`config.mk`:
```
export PLATFORM = sky130hd
export DESIGN_NAME = hazard_ctrl
export DESIGN_NICKNAME = d
export VERILOG_FILES = /design/src/rtl/hazard_ctrl.sv
export SDC_FILE = /design/constraint.sdc
export NUM_CORES = 1
export LEC_CHECK = 0
export ABC_AREA = 1
export ABC_CLOCK_PERIOD_IN_PS = 1650
export CAP_MARGIN = 20
export CORE_MARGIN = 2
export CORE_UTILIZATION = 44
export DETAILED_ROUTE_END_ITERATION = 10
export PLACE_DENSITY = 0.76
export SYNTH_ARGS = -nofsm -noshare
export SYNTH_HDL_FRONTEND = slang
export SYNTH_SLANG_ARGS = --single-unit
```
`constraint.sdc`:
```
create_clock -name clk -period 1.65 [get_ports clk]
set_input_delay 0.33 -clock clk [delete_from_list [all_inputs] [get_ports clk]]
set_output_delay 0.33 -clock clk [all_outputs]
set_load 0.03 [all_outputs]
```
`src/rtl/hazard_ctrl.sv`:
```
// Five-stage MIPS hazard controller: tracks in-flight destinations through E/M/W
// and derives the D-stage stall/bubble plus the operand forwarding selects.
module hazard_ctrl #(
    parameter logic [1:0] TUSE_NONE   = 2'b11,
    parameter bit         MD_STALL_EN = 1'b1
) (
    input  logic       clk,
    input  logic       reset,
    input  logic [1:0] Tuse_rs,
    input  logic [1:0] Tuse_rt,
    input  logic [1:0] TnewD,
    input  logic [4:0] A_rsD,
    input  logic [4:0] A_rtD,
    input  logic [4:0] AwriteD,
    input  logic       md_useD,
    input  logic       md_startE,
    input  logic       md_busy,
    output logic       stall,
    output logic [1:0] fwd_rsD,
    output logic [1:0] fwd_rtD,
    output logic [1:0] fwd_rsE,
    output logic [1:0] fwd_rtE,
    output logic       fwd_rtM,
    output logic [4:0] A_writeE,
    output logic [4:0] A_writeM,
    output logic [4:0] A_writeW
);

    logic [4:0] r_A_writeE, r_A_writeM, r_A_writeW;
    logic [1:0] r_TnewE, r_TnewM;
    logic [4:0] r_A_rsE, r_A_rtE, r_A_rtM;

    logic w_rsHitE, w_rsHitM, w_rtHitE, w_rtHitM;
    logic w_rsEHitM, w_rsEHitW, w_rtEHitM, w_rtEHitW;
    logic w_stallRs, w_stallRt, w_stallMd;

    function automatic logic [1:0] satDec(input logic [1:0] x);
        return (x == 2'd0) ? 2'd0 : x - 2'd1;
    endfunction

    // Register $0 is hard-wired to zero, so it can never be a hazard source.
    function automatic logic isHit(input logic [4:0] addr, input logic [4:0] dst);
        return (addr != 5'd0) && (addr == dst);
    endfunction

    assign w_rsHitE  = isHit(A_rsD, r_A_writeE);
    assign w_rsHitM  = isHit(A_rsD, r_A_writeM);
    assign w_rtHitE  = isHit(A_rtD, r_A_writeE);
    assign w_rtHitM  = isHit(A_rtD, r_A_writeM);
    assign w_rsEHitM = isHit(r_A_rsE, r_A_writeM);
    assign w_rsEHitW = isHit(r_A_rsE, r_A_writeW);
    assign w_rtEHitM = isHit(r_A_rtE, r_A_writeM);
    assign w_rtEHitW = isHit(r_A_rtE, r_A_writeW);

    assign w_stallRs = (Tuse_rs != TUSE_NONE) &&
                       ((w_rsHitE && (r_TnewE > Tuse_rs)) || (w_rsHitM && (r_TnewM > Tuse_rs)));
    assign w_stallRt = (Tuse_rt != TUSE_NONE) &&
                       ((w_rtHitE && (r_TnewE > Tuse_rt)) || (w_rtHitM && (r_TnewM > Tuse_rt)));
    assign w_stallMd = MD_STALL_EN && md_useD && (md_busy || md_startE);

    always_comb begin
        stall   = w_stallRs || w_stallRt || w_stallMd;
        fwd_rsD = 2'd0;
        fwd_rtD = 2'd0;
        fwd_rsE = 2'd0;
        fwd_rtE = 2'd0;
        // Youngest ready producer wins when several stages hold the same register.
        if (w_rsHitE && (r_TnewE == 2'd0)) begin
            fwd_rsD = 2'd1;
        end else if (w_rsHitM && (r_TnewM == 2'd0)) begin
            fwd_rsD = 2'd2;
        end
        if (w_rtHitE && (r_TnewE == 2'd0)) begin
            fwd_rtD = 2'd1;
        end else if (w_rtHitM && (r_TnewM == 2'd0)) begin
            fwd_rtD = 2'd2;
        end
        if (w_rsEHitM && (r_TnewM == 2'd0)) begin
            fwd_rsE = 2'd1;
        end else if (w_rsEHitW) begin
            fwd_rsE = 2'd2;
        end
        if (w_rtEHitM && (r_TnewM == 2'd0)) begin
            fwd_rtE = 2'd1;
        end else if (w_rtEHitW) begin
            fwd_rtE = 2'd2;
        end
        fwd_rtM = isHit(r_A_rtM, r_A_writeW);
    end

    always_ff @(posedge clk or negedge reset) begin
        if (!reset) begin
            r_A_writeE <= 5'd0;
            r_TnewE    <= 2'd0;
            r_A_rsE    <= 5'd0;
            r_A_rtE    <= 5'd0;
            r_A_writeM <= 5'd0;
            r_TnewM    <= 2'd0;
            r_A_rtM    <= 5'd0;
            r_A_writeW <= 5'd0;
        end else begin
            // A stalled D instruction leaves a bubble in E rather than a duplicate.
            if (stall) begin
                r_A_writeE <= 5'd0;
                r_TnewE    <= 2'd0;
                r_A_rsE    <= 5'd0;
                r_A_rtE    <= 5'd0;
            end else begin
                r_A_writeE <= AwriteD;
                r_TnewE    <= satDec(TnewD);
                r_A_rsE    <= A_rsD;
                r_A_rtE    <= A_rtD;
            end
            r_A_writeM <= r_A_writeE;
            r_TnewM    <= satDec(r_TnewE);
            r_A_rtM    <= r_A_rtE;
            r_A_writeW <= r_A_writeM;
        end
    end

    assign A_writeE = r_A_writeE;
    assign A_writeM = r_A_writeM;
    assign A_writeW = r_A_writeW;

endmodule

```
After elaboration in Yosys (flattened, before gate mapping)
Cells that the tools add are included.
W data, S select, Z words.
- $add $sub $neg: 2
- order comparisons: 4
- equal/unequal tests: 11
- muxes and demuxes: 14
- reduce and logical (&&, ||, !) cells: 35
- operators by type and width (operator ; number):
    $eq A5 B5 Y1 ; 9
    $reduce_bool A5 Y1 ; 5
    $logic_and A1 B1 Y1 ; 22
    $mux W2 ; 11
    $mux W5 ; 3
    $gt A2 B2 Y1 ; 4
    $logic_not A2 Y1 ; 3
    $logic_or A1 B1 Y1 ; 5
    $ne A2 B2 Y1 const B ; 2
    $sub A2 B1 Y2 const B ; 2
- bits in registers: 34
- output and inout port bits: 25
- logic and storage cells: 74

Longest topological paths before layout
- depth after elaboration: 8
- mapped depth: 11
- mapped depth without buffers: 10

Worst setup path after synthesis
OpenSTA, ideal clock, no wires.
- path type: reg2out
- from: reg r_A_writeW[1], in the netlist A_writeW[1]
- to: out fwd_rtM
- data arrival time: 2425 ps
- data required time: 1320 ps
- slack: -1105 ps
- cell stages (with the launch flop): 3
- path through: dfrtp_1 or2_2 a2111oi_0
- cells in the longest elaborated chain, start to end: 2
- ends and longest elaborated chain (what ; line ; source):
    start: declaration ; 29 ; logic [4:0] r_A_writeE, r_A_writeM, r_A_writeW;
    start signal: assignment ; 117 ; r_A_writeW <= r_A_writeM;
    $eq A5 B5 Y1 ; 43 ; return (addr != 5'd0) && (addr == dst);
    $logic_and A1 B1 Y1 ; 43 ;
    end: declaration ; 23 ; output logic fwd_rtM,
No other way between the ends.

Worst setup path after layout
- from: reg r_A_writeM[4], in the netlist A_writeM[4]
- to: out stall
- cells in the longest elaborated chain, start to end: 7
- ends and longest elaborated chain (what ; line ; source):
    start: declaration ; 29 ;
    start signal: assignment ; 114 ; r_A_writeM <= r_A_writeE;
    $eq A5 B5 Y1 ; 43 ;
    $logic_and A1 B1 Y1 ; 43 ;
    $logic_and A1 B1 Y1, on equally long branches ; 56, 58 ;
    $logic_or A1 B1 Y1, on equally long branches ; 56, 58 ;
    $logic_and A1 B1 Y1, on equally long branches ; 55, 57 ;
    $logic_or A1 B1 Y1 (*) (2 in series) ; 62 ; stall = w_stallRs || w_stallRt || w_stallMd;
    end: declaration ; 18 ; output logic stall,
Mark *: on every way between the ends. The rest lies on a longest branch, timed or not.

==> impl_metrics.toml <==
[pwr]
power_mw = 2.77
peakVddDrop_v = 0.000627
seq_power_share_pct = 34.5
switching_share_pct = 30.6
power.switching_mw = 0.849
internal_power_mw = 1.93
p_leak_nw = 1.70
p_per_area_nw_per_um2 = 795
p_clk_share_pct = 33.9
p_comb_share_pct = 31.5

[worst_setup_path]
crit_fanout = 6
critical_path_class = "reg2out"
worst_r2r_endpoint = "A_writeE[4]$_DFF_PN0_"
arrival_ns = 1.79
critPathLaunchType = "flop"
crit_required_ns = 1.32
reg2reg_slack_ns = -0.36
r2r_cells = 12
critPathCaptureType = "output pin"
regToRegStartpoint = "A_writeM[4]$_DFF_PN0_"

[synth]
ys_ff_latch = 34
synth_cells = 241
ys_warn_count = 0
syn-num-nets = 275
synth_area_sq_um = 1980
synth_top_area_share_pct = 42.9
syn_area_per_cell_sq_um = 8.22
synth_largest_area_cell = "dfrtp_1"
synthTopCellsByArea = "dfrtp_1 43%, nand2_1 8.9%, xnor2_1 8.4%"
yosysSeqAreaShare_pct = 42.9
yosysUniqueCellTypes = 25

[placed_design]
placed_area_sq_um = 2960
preCtsSetupSlack_ns = -0.600
place.gp.congestion = 0.868
io_buffers = 50
hpwlAfterDp_um = 3920

[routing]
totalWireLength_um = 6080
wl_per_cell_um = 15.1
ant_nets = 0
viasPerCell = 4.95
drtIter0Drc = 92
dr.pass1.iters = 4
drc = 0
via_count = 1989

[cts]
cts_buffers = 5
clock-sinks = 34
cts_buffer_depth = 2
clkSlewWorstSetupHoldPaths_ns = 0.07
clockRootBuffer = "clkbuf_8"
clk_latency_ns = 0.30
cts_tree = "done"
ctsHtreeMaxLevel = 2
holdBufCountCts = 0

[timing]
rsz0062_at_grt = "true"
finalMaxSlewViolations = 0
finClkSkew_ns = 0.00336
period_share_pct = 128
hold_viol = 0
worst_slack_ns = -0.470
whs_ns = 0.453
fin_setup_tns_ns = -8.14
slew_headroom_pct = 71.3
fmax_mhz = 472
setup_viol = 27
tightest_slew_ns = 0.431
fin_crit_ns = 2.12

[floorplan]
coreArea_sq_um = 4350
io-pin-count = 51
start_util_pct = 45.5
die_w_um = 71.1
rows = 24
die_area_sq_um = 5060
die_h_um = 71.1

[final_layout]
layout-drive-gt1-share_pct = 46.0
fin_nets = 383
num_antenna_cells = 0
stdcell_area_sq_um = 3490
syn2layout_area_growth_pct = 76.0

[flow_run]
maxCapViolCount = 0

[grt]
track_usage_pct = 25.0
overflow = 0
grt_max_degree = 35
grt_first_pass_wirelength_um = 9520
antenna_found_initial = 0
grt_pass1_vias = 2002

[status]
run_status = "finished with violations"
violations = "negative setup slack"

[hold_path]
min_path_type = "in2async"
-- stage by stage --
step / cells / utilization (%)
6_report: 402 / 80.1
5_1_grt: 402 / 80.1
4_1_cts: 400 / 78.4
3_5_place_dp: 380 / 68.0
3_3_place_gp: 380 / 68.0
2_1_floorplan: 241 / -
-- synth_stat cells --
library cell	instances
a2111oi_0	1
a211oi_1	1
a21boi_0	1
a21oi_1	9
buf_6	1
clkbuf_2	1
dfrtp_1	34
ha_1	8
inv_1	38
nand2_1	47
nand2_2	1
nand3_1	7
nand3_4	1
nand4_1	4
nor2_1	29
nor2_2	8
nor2_4	1
nor3_1	7
nor4_1	1
o2111ai_1	1
o21ai_0	3
o21ai_1	1
or2_2	5
xnor2_1	19
xor2_1	12
-- area by class of cell --
class,instances,area (sq um)
multi-input cells,167,1310
repair buffers,103,970
flip-flops and latches,34,866
clock inverters,3,68.8
clock buffers,5,68.8
well taps,52,65.1
fillers,252,866
inverters,38,145
-- worst max path at each step --
| stage | from | end | slack [ns] | depth (start not counted) |
|---|---|---|---|---|
| detailed placement | Tuse_rs[1] | stall | -0.60 | 10 |
| CTS | r_TnewM[1]$_DFF_PN0_ | fwd_rsE[0] | -0.49 | 6 |
| floorplan | A_writeM[3]$_DFF_PN0_ | fwd_rsE[1] | -0.19 | 7 |
| global route | A_writeM[4]$_DFF_PN0_ | stall | -0.52 | 9 |
| finish | A_writeM[4]$_DFF_PN0_ | stall | -0.47 | 9 |
| global placement | Tuse_rt[1] | stall | -0.54 | 10 |
-- power by group through the flow --
stage | logic, mW | registers [mW] | clock network, mW
final | 0.875 | 0.958 | 0.941
after detailed placement | 0.722 | 0.969 | 0
after floorplan | 0.340 | 1.03 | 0
after global placement | 0.706 | 0.966 | 0
after CTS | 0.830 | 0.954 | 0.939
after global routing | 0.935 | 0.964 | 0.991
-- registers in the layout, summed over array words and instances (netlist names) --
| signal | count |
|---|---|
| A_writeE | 5 |
| A_writeM | 5 |
| A_writeW | 5 |
| r_A_rsE | 5 |
| r_A_rtE | 5 |
| r_A_rtM | 5 |
| r_TnewE | 2 |
| r_TnewM | 2 |
-- per-layer routing --
layer	part of all wire, %	up-vias	routed length (um)	track usage (%)
met5	0	-	0	0
li1	-	960	-	-
met2	52	77	3190	45.3
met3	5.1	30	308	5.41
met1	38	922	2280	27.2
met4	4.9	0	297	13.2
-- cells in the final DEF, fill, tap and decap left out, drive strengths merged, types with 5 or more instances in the layout --
master          n
clkbuf          7
clkdlybuf4s50  11
nor3            7
buf            62
or2             5
nand3           8
xor2           12
ha              8
xnor2          19
inv            38
nor2           38
dfrtp          34
nand2          48
a21oi           9
dlygate4sd2    24
-- logic make-up (layout without fill, tap and decap cells) --
group | count (synthesis) | after routing | synth area share (%)
and+or+nand+nor | 111 | 111 | 25.4
AOI/OAI and AO/OA | 17 | 17 | 4.92
DFF | 34 | 34 | 42.9
buffers and inverters | 40 | 149 | 8.02
xor gates and xnor gates | 31 | 31 | 13.7
adders and majority gates | 8 | 8 | 5.05
-- worst max-delay path: stages (launching register included) --
cell and delay, ns:
dfrtp_2 0.44, buf_6 0.15, xnor2_2 0.15, nand2_1 0.14, nor2_4 0.16, nand3_1 0.08
nand2_1 0.08, nand2_2 0.07, nand3_4 0.08, buf_6 0.13
-- repair_timing --
action | in CTS | in global routing
gates resized for setup | 94 | 23
cloned | 2 | 0
endpoints found under the setup margin | 42 | 28
setup buffers | 10 | 3
pin swaps | 27 | 22
No activity file was read; power rests on OpenSTA's default activity.
